<file path="src/rtl/mem_copy_pkg.sv">
// mem_copy_pkg: shared state type and address constants for the block-copy engine
package mem_copy_pkg;
  localparam int WORD_BYTES = 4;
  localparam int ADDR_W = 32;
  typedef enum logic [1:0] {IDLE, READ, WRITE, DONE} mem_copy_state_t;
endpackage

</file>
<file path="src/rtl/mem_copy_addr_gen.sv">
// mem_copy_addr_gen: word-aligned source/destination pointers with load and advance strobes
module mem_copy_addr_gen
  import mem_copy_pkg::*;
(
  input  logic              clk,
  input  logic              rst_n,
  input  logic              load,
  input  logic              advance,
  input  logic [ADDR_W-1:0] src_in,
  input  logic [ADDR_W-1:0] dst_in,
  output logic [ADDR_W-1:0] src_ptr,
  output logic [ADDR_W-1:0] dst_ptr
);
  localparam logic [ADDR_W-1:0] ALIGN_MASK = ~ADDR_W'(WORD_BYTES - 1);
  localparam logic [ADDR_W-1:0] STEP = ADDR_W'(WORD_BYTES);
  logic [ADDR_W-1:0] src_d, src_q, dst_d, dst_q;
  always_comb begin
    src_d = load ? (src_in & ALIGN_MASK) : advance ? src_q + STEP : src_q;
    dst_d = load ? (dst_in & ALIGN_MASK) : advance ? dst_q + STEP : dst_q;
  end
  always_ff @(posedge clk or negedge rst_n)
    if (!rst_n) begin
      src_q <= '0;
      dst_q <= '0;
    end else begin
      src_q <= src_d;
      dst_q <= dst_d;
    end
  assign src_ptr = src_q;
  assign dst_ptr = dst_q;
endmodule

</file>
<file path="src/rtl/mem_copy_engine.sv">
// mem_copy_engine: ascending word-by-word memory copy master; MEM_COPY_CHECKSUM_EN adds a running read checksum
module mem_copy_engine
  import mem_copy_pkg::*;
#(
  parameter int CNT_W = 16
) (
  input  logic              clk,
  input  logic              rst_n,
  input  logic              start,
  input  logic [ADDR_W-1:0] src_addr,
  input  logic [ADDR_W-1:0] dst_addr,
  input  logic [CNT_W-1:0]  word_count,
  output logic              busy,
  output logic              done,
  output logic [CNT_W-1:0]  words_done,
  output logic              MemRead,
  output logic              MemWrite,
  output logic [ADDR_W-1:0] address,
  output logic [31:0]       WriteData,
  input  logic [31:0]       ReadData
`ifdef MEM_COPY_CHECKSUM_EN
  ,
  output logic [31:0]       checksum
`endif
);
  mem_copy_state_t state_q, state_d;
  logic [CNT_W-1:0] words_done_q, words_done_d, count_q, count_d;
  logic [31:0] data_q, data_d;
  logic [ADDR_W-1:0] src_ptr, dst_ptr;
  logic accept, load, last;
  assign accept = (state_q == IDLE) && start;
  assign load = accept && (word_count != '0);
  assign last = (words_done_q + CNT_W'(1)) == count_q;
  mem_copy_addr_gen u_addr_gen (
    .clk     (clk),
    .rst_n   (rst_n),
    .load    (load),
    .advance (state_q == WRITE),
    .src_in  (src_addr),
    .dst_in  (dst_addr),
    .src_ptr (src_ptr),
    .dst_ptr (dst_ptr)
  );
  always_ff @(posedge clk or negedge rst_n)
    if (!rst_n) state_q <= IDLE;
    else state_q <= state_d;
  always_comb begin
    state_d = state_q;
    case (state_q)
      IDLE:    state_d = !start ? IDLE : (word_count != '0) ? READ : DONE;
      READ:    state_d = WRITE;
      WRITE:   state_d = last ? DONE : READ;
      default: state_d = IDLE;
    endcase
  end
  always_comb begin
    busy      = (state_q == READ) || (state_q == WRITE);
    done      = state_q == DONE;
    MemRead   = state_q == READ;
    MemWrite  = state_q == WRITE;
    address   = (state_q == READ) ? src_ptr : (state_q == WRITE) ? dst_ptr : '0;
    WriteData = (state_q == WRITE) ? data_q : '0;
  end
  always_comb begin
    words_done_d = load ? '0 : (state_q == WRITE) ? words_done_q + CNT_W'(1) : words_done_q;
    count_d      = load ? word_count : count_q;
    data_d       = (state_q == READ) ? ReadData : data_q;
  end
  always_ff @(posedge clk or negedge rst_n)
    if (!rst_n) begin
      words_done_q <= '0;
      count_q      <= '0;
      data_q       <= '0;
    end else begin
      words_done_q <= words_done_d;
      count_q      <= count_d;
      data_q       <= data_d;
    end
  assign words_done = words_done_q;
`ifdef MEM_COPY_CHECKSUM_EN
  logic [31:0] checksum_q, checksum_d;
  always_comb checksum_d = accept ? '0 : (state_q == READ) ? checksum_q + ReadData : checksum_q;
  always_ff @(posedge clk or negedge rst_n)
    if (!rst_n) checksum_q <= '0;
    else checksum_q <= checksum_d;
  assign checksum = checksum_q;
`endif
endmodule

</file>
<file path="config.mk">
export PLATFORM = sky130hd
export DESIGN_NAME = mem_copy_engine
export DESIGN_NICKNAME = d
export VERILOG_FILES = /design/src/rtl/mem_copy_pkg.sv /design/src/rtl/mem_copy_addr_gen.sv /design/src/rtl/mem_copy_engine.sv
export SDC_FILE = /design/constraint.sdc
export NUM_CORES = 1
export LEC_CHECK = 0
export ABC_CLOCK_PERIOD_IN_PS = 7600
export CORE_MARGIN = 5
export CORE_UTILIZATION = 45
export CTS_CLUSTER_DIAMETER = 120
export CTS_CLUSTER_SIZE = 24
export DETAILED_ROUTE_END_ITERATION = 7
export PLACE_DENSITY = 0.72
export SLEW_MARGIN = 20
export SYNTH_ARGS = -nofsm -noshare
export SYNTH_HDL_FRONTEND = slang
export SYNTH_HIERARCHICAL = 1
export SYNTH_SLANG_ARGS = --single-unit
export TNS_END_PERCENT = 50
</file>
<file path="constraint.sdc">
create_clock -name clk -period 7.6 [get_ports clk]
set_clock_uncertainty 0.05 [all_clocks]
set_input_delay 1.52 -clock clk [delete_from_list [all_inputs] [get_ports clk]]
set_output_delay 1.52 -clock clk [all_outputs]
set_load 0.03 [all_outputs]
</file>
Word-level counts from Yosys, hierarchy flattened
Cells that the tools add are included.
{"block": "totals", "register_bits": 130, "input_bits": 115}
{"block": "op_classes", "n_addsub": 3, "muxes": 13, "n_reduce_logical": 6, "n_eq_ne": 4}
{"op": "$mux 32", "count": 7}
{"op": "$add 32x3->32 const B", "count": 2}
{"op": "$mux 16", "count": 2}
{"op": "$add 16x1->16 const B", "count": 1}
{"op": "$eq 16x16->1", "count": 1}
{"op": "$reduce_bool 16->1", "count": 1}
{"op": "$mux 2", "count": 3}
{"op": "$pmux 2 s3", "count": 1}
{"op": "$eq 2x2->1 const B", "count": 2}
{"op": "$eq 2x1->1 const B", "count": 1}
{"op": "$logic_and 1x1->1", "count": 2}
{"op": "$logic_not 2->1", "count": 1}
{"op": "$reduce_bool 2->1", "count": 1}
{"op": "$logic_or 1x1->1", "count": 1}

Depth between registers and ports, before layout
{"block": "logic_depth", "depth_word": 4, "depth_mapped": 12, "ltp_nobuf": 7}

Hierarchy
Netlist, hierarchy kept.
{"module": "mem_copy_engine", "seq_area_each_um2": 1651.6, "area_per_inst_um2": 3802.4, "instances": 1, "cells_per_inst": 351}
{"module": "mem_copy_addr_gen", "seq_area_each_um2": 1501.4, "area_per_inst_um2": 3470.8, "instances": 1, "cells_per_inst": 397}

Worst setup path before layout
Ideal clock, no wire load.
{"block": "synth_timing", "kind": "input port to flip-flop", "start": "in word_count[0]", "end": "reg u_addr_gen.src_q[11], in the netlist u_addr_gen/src_ptr[11]", "required_time_ns": 7.467, "cell_stages": 11, "arrival_ns": 3.562, "slack_ns": 3.905, "cell_sequence": "nor4_1 nand4_1 nor2b_1 clkbuf_1 clkbuf_1 clkbuf_1 clkbuf_1 clkbuf_1 clkbuf_1 nand2_1 o21ai_0"}
{"block": "synth_via", "elab_chain_len": 3, "elab_cells_between_ends": 4}
{"item": "from (decl)", "line_no": "mem_copy_engine.sv:12", "rtl": "input logic [CNT_W-1:0] word_count,"}
{"item": "$reduce_bool 16->1 (*)", "line_no": "mem_copy_engine.sv:32", "rtl": "assign load = accept && (word_count != '0);"}
{"item": "$logic_and 1x1->1 (*)", "line_no": "mem_copy_engine.sv:32"}
{"item": "net load", "line_no": "mem_copy_engine.sv:30", "rtl": "logic accept, load, last;"}
{"item": "$mux 32 or $reduce_bool 2->1 (tied branches)"}
{"item": "to (signal assigned)", "line_no": "mem_copy_addr_gen.sv:26", "rtl": "src_q <= src_d;"}
{"item": "to (decl)", "line_no": "mem_copy_addr_gen.sv:16", "rtl": "logic [ADDR_W-1:0] src_d, src_q, dst_d, dst_q;"}
Mark *: on every way through the listed nets, which the timed path passes. The rest lies on a longest branch.
A chain may end at the register's enable or synchronous reset.

Worst setup path in the final report
{"block": "layout_timing", "start": "reg state_q[1]", "end": "out address[5]"}
{"block": "layout_via", "elab_chain_len": 3, "elab_cells_between_ends": 4}
{"item": "from (decl)", "line_no": "mem_copy_engine.sv:26", "rtl": "mem_copy_state_t state_q, state_d;"}
{"item": "from (signal assigned)", "line_no": "mem_copy_engine.sv:46", "rtl": "else state_q <= state_d;"}
{"item": "$eq 2x2->1", "line_no": "mem_copy_engine.sv:61", "rtl": "address = (state_q == READ) ? src_ptr : (state_q == WRITE) ? dst_ptr : '0;"}
{"item": "$mux 32", "line_no": "mem_copy_engine.sv:61"}
{"item": "$mux 32 (*)", "line_no": "mem_copy_engine.sv:61"}
{"item": "to (decl)", "line_no": "mem_copy_engine.sv:18", "rtl": "output logic [ADDR_W-1:0] address,"}
Every way passes the cells marked *; elsewhere a longest branch is shown, timed or not.

==> metrics.yaml <==
grt:
  antenna_found_initial: 0
  grt_pass1_wl_um: 31400
  grt_pass1_vias: 6029
  overflow: 0
  grt_max_degree: 67
  grt_use_total_pct: 21.2
worst_setup_path:
  r2r_cells: 7
  endpoint_kind: "primary output"
  r2r-start: "state_q[0]$_DFF_PN0_"
  cpMaxStageDelayCell: "ha_2"
  startpoint_type: "flip-flop"
  r2r_end: "u_addr_gen/src_ptr[25]$_DFFE_PN0N_"
  crit_buf_inv: 3
  path_class: "flip-flop to primary output"
  critPathTopFamily: "buffers and inverters"
  cp.depth: 5
  reg2reg_setup_slack_ns: 4.42
  cp_max_fo: 47
  cp.required_ns: 6.03
  crit_arrival_ns: 3.19
  slowest_delay_ns: 0.92
  path_cells: "inv_1, ha_2, buf_4, a22o_1, clkdlybuf4s50_1"
power:
  p_sw_uw: 1490
  combPwrFrac_pct: 43.5
  p_int_uw: 2310
  power_frac_clock_pct: 22.5
  p_sw_share_pct: 39.2
  power_density_mw_per_mm2: 384
  vdd_ir_drop_max_mv: 0.224
  seq_power_share_pct: 33.9
  leakage_uw: 0.00376
sta:
  min_period_ns: 4.76
  period_share_pct: 62.6
  worstMarginPinSlew_ns: 1.08
  timing.final.ws_setup_ns: 2.84
  relSlewSlack_pct: 27.9
  hold_violations: 0
  final_max_slew_viol_count: 0
  setup_viol: 0
  fmax_mhz: 210
  rsz0062_at_grt: "false"
  setup_tns_ns: 0
floorplanning:
  initial_utilization_pct: 45.8
  die_area_mm2: 0.0188
  fp-row-count: 46
  io-pin-count: 199
  core_mm2: 0.0159
  dieHeight_um: 137
  die_x_um: 137
flow_run:
  drv_cap: 0
yosys:
  synth-edff-count: 0
  synth_seq_cells: 126
  syn_area_mm2: 0.00727
  synth_area_leaders: "dfrtp_1 (43%), mux2_2 (7.4%), a22o_1 (3.9%)"
  synth.distinct_cells: 59
  ys.flop_type: "dfrtp_1"
  postSynthCellCount: 748
  ys_async_sr_fraction_pct: 100
  synth_top_area_share_pct: 43.4
  yosysMostFrequentCell: "dfrtp_1"
  yosysWarnings: 6
  yosys.area.top_type: "dfrtp_1"
  synth_seq_area_share_pct: 43.4
  syn_area_per_cell_um2: 9.72
  yosys-top-cells-count: "dfrtp_1 (126), nand2_1 (68), mux2_2 (48), nor2_1 (48), clkbuf_1 (43)"
drt:
  dr.first_iter.drc_count: 484
  vias_per_cell: 5.59
  drt.antenna.violating_nets: 0
  drt-total-wl_um: 19600
  drc: 0
  num_vias: 6366
  routedWlPerCell_um: 17.2
  firstDrtPassIters: 5
cts:
  clock_latency_ns: 0.41
  hold_buffers: 0
  post-cts-setup-buffers: 0
  cts_tree: "yes"
  cts_sinks: 126
  numCtsBuffers: 17
  htree_levels: 4
  clkTransAtPathRegs_ns: 0.06
  cts_resized: 0
  root_buffer: "clkbuf_16"
  clockBufferDepth: 2
worst_hold_path:
  hold_class: "flip-flop to flip-flop"
  min-delay-start: "data_q[16]$_DFFE_PN0P_"
  min_to: "data_q[16]$_DFFE_PN0P_"
  worstHoldPathCells: 1
run_status:
  status: "finished, final reports clean"
final_layout:
  final_util_pct: 62.3
  nets: 1033
  drive_gt1_share_pct: 11.1
  area_growth_pct: 36.0
placed_design:
  dp_hpwl_um: 13700
  gp_congestion: 0.851
  preCtsSetupSlack_ns: 3.24
  port_buffers: 192
## per-layer routing
metal	global-route usage [%]	vias up	part of all wire [%]
met1	28.1	3047	43
met3	6.73	29	7.7
met4	7.93	0	2.3
met2	32.6	204	47
li1	-	3086	-
met5	0	-	0
## per-stage QoR
step	power, µW	hold slack [ns]	cells	area [µm²]
floorplan	2350	0.423	751	7280
global placement	2920	0.432	1107	9270
detailed placement	2960	0.438	1107	9270
CTS	3830	0.451	1138	9890
global route	4040	0.464	1138	9890
finish	3800	0.445	1139	9890
## placed cells by master, fill, tap and decap left out, drive strengths merged, types with 30 or more instances in the layout
cell	netlist	layout
a22o	33	33
and2	32	32
clkdlybuf4s50	0	191
dfrtp	126	126
mux2	48	48
nand2	68	68
nand3	34	34
nor2	48	48
o21ai	37	37
or4	30	30
## worst reg2reg max path: cells and delay by family, from the launching register on
family                     cells  cell delay (ns)
AOI/OAI and AO/OA              1             0.17
adders and majority gates      1             0.17
buffers and inverters          2             0.58
DFF                            1             0.43
and+or+nand+nor                3             1.71
## final cells by class
cell class / count / area [µm²]
multi-input cells: 558 / 3850
flip-flops and latches: 126 / 3150
diodes: 1 / 2.50
repair buffers: 198 / 1960
clock buffers: 21 / 460
well taps: 216 / 270
fillers: 1381 / 5990
inverters: 9 / 33.8
clock inverters: 10 / 163
## state kept, by name, indices dropped and copies added (netlist names)
register / cells
data_q: 32
u_addr_gen/src_ptr: 30
u_addr_gen/dst_ptr: 30
state_q: 2
words_done: 16
count_q: 16
## worst max-delay path by stage
stage                              start                            endpoint  slack [ns]
global route        state_q[1]$_DFF_PN0_                          address[5]        2.65
global placement    state_q[1]$_DFF_PN0_                          address[5]        3.24
CTS                 state_q[1]$_DFF_PN0_                          address[5]        2.76
floorplan                  word_count[0]  u_addr_gen/src_ptr[11]$_DFFE_PN0N_        3.91
finish              state_q[1]$_DFF_PN0_                          address[5]        2.84
detailed placement  state_q[1]$_DFF_PN0_                          address[5]        3.24
## power by group through the flow
stage	combinational, µW	clock (µW)	sequential [µW]
after floorplan	1160	0	1190
after global placement	1640	0	1280
final	1650	856	1290
after detailed placement	1660	0	1290
after global routing	1800	906	1340
after CTS	1670	876	1290
## cells by family after synthesis
group / Yosys count / share of synthesized area [%]
simple gates: 293 / 22.5
fa+ha+maj: 9 / 1.51
mux: 52 / 7.98
other cells: 1 / 0.0516
flops: 126 / 43.4
xor+xnor: 53 / 6.38
buf+inv: 67 / 4.13
compound gates: 147 / 14.1
(Power assumes the default switching activity.)
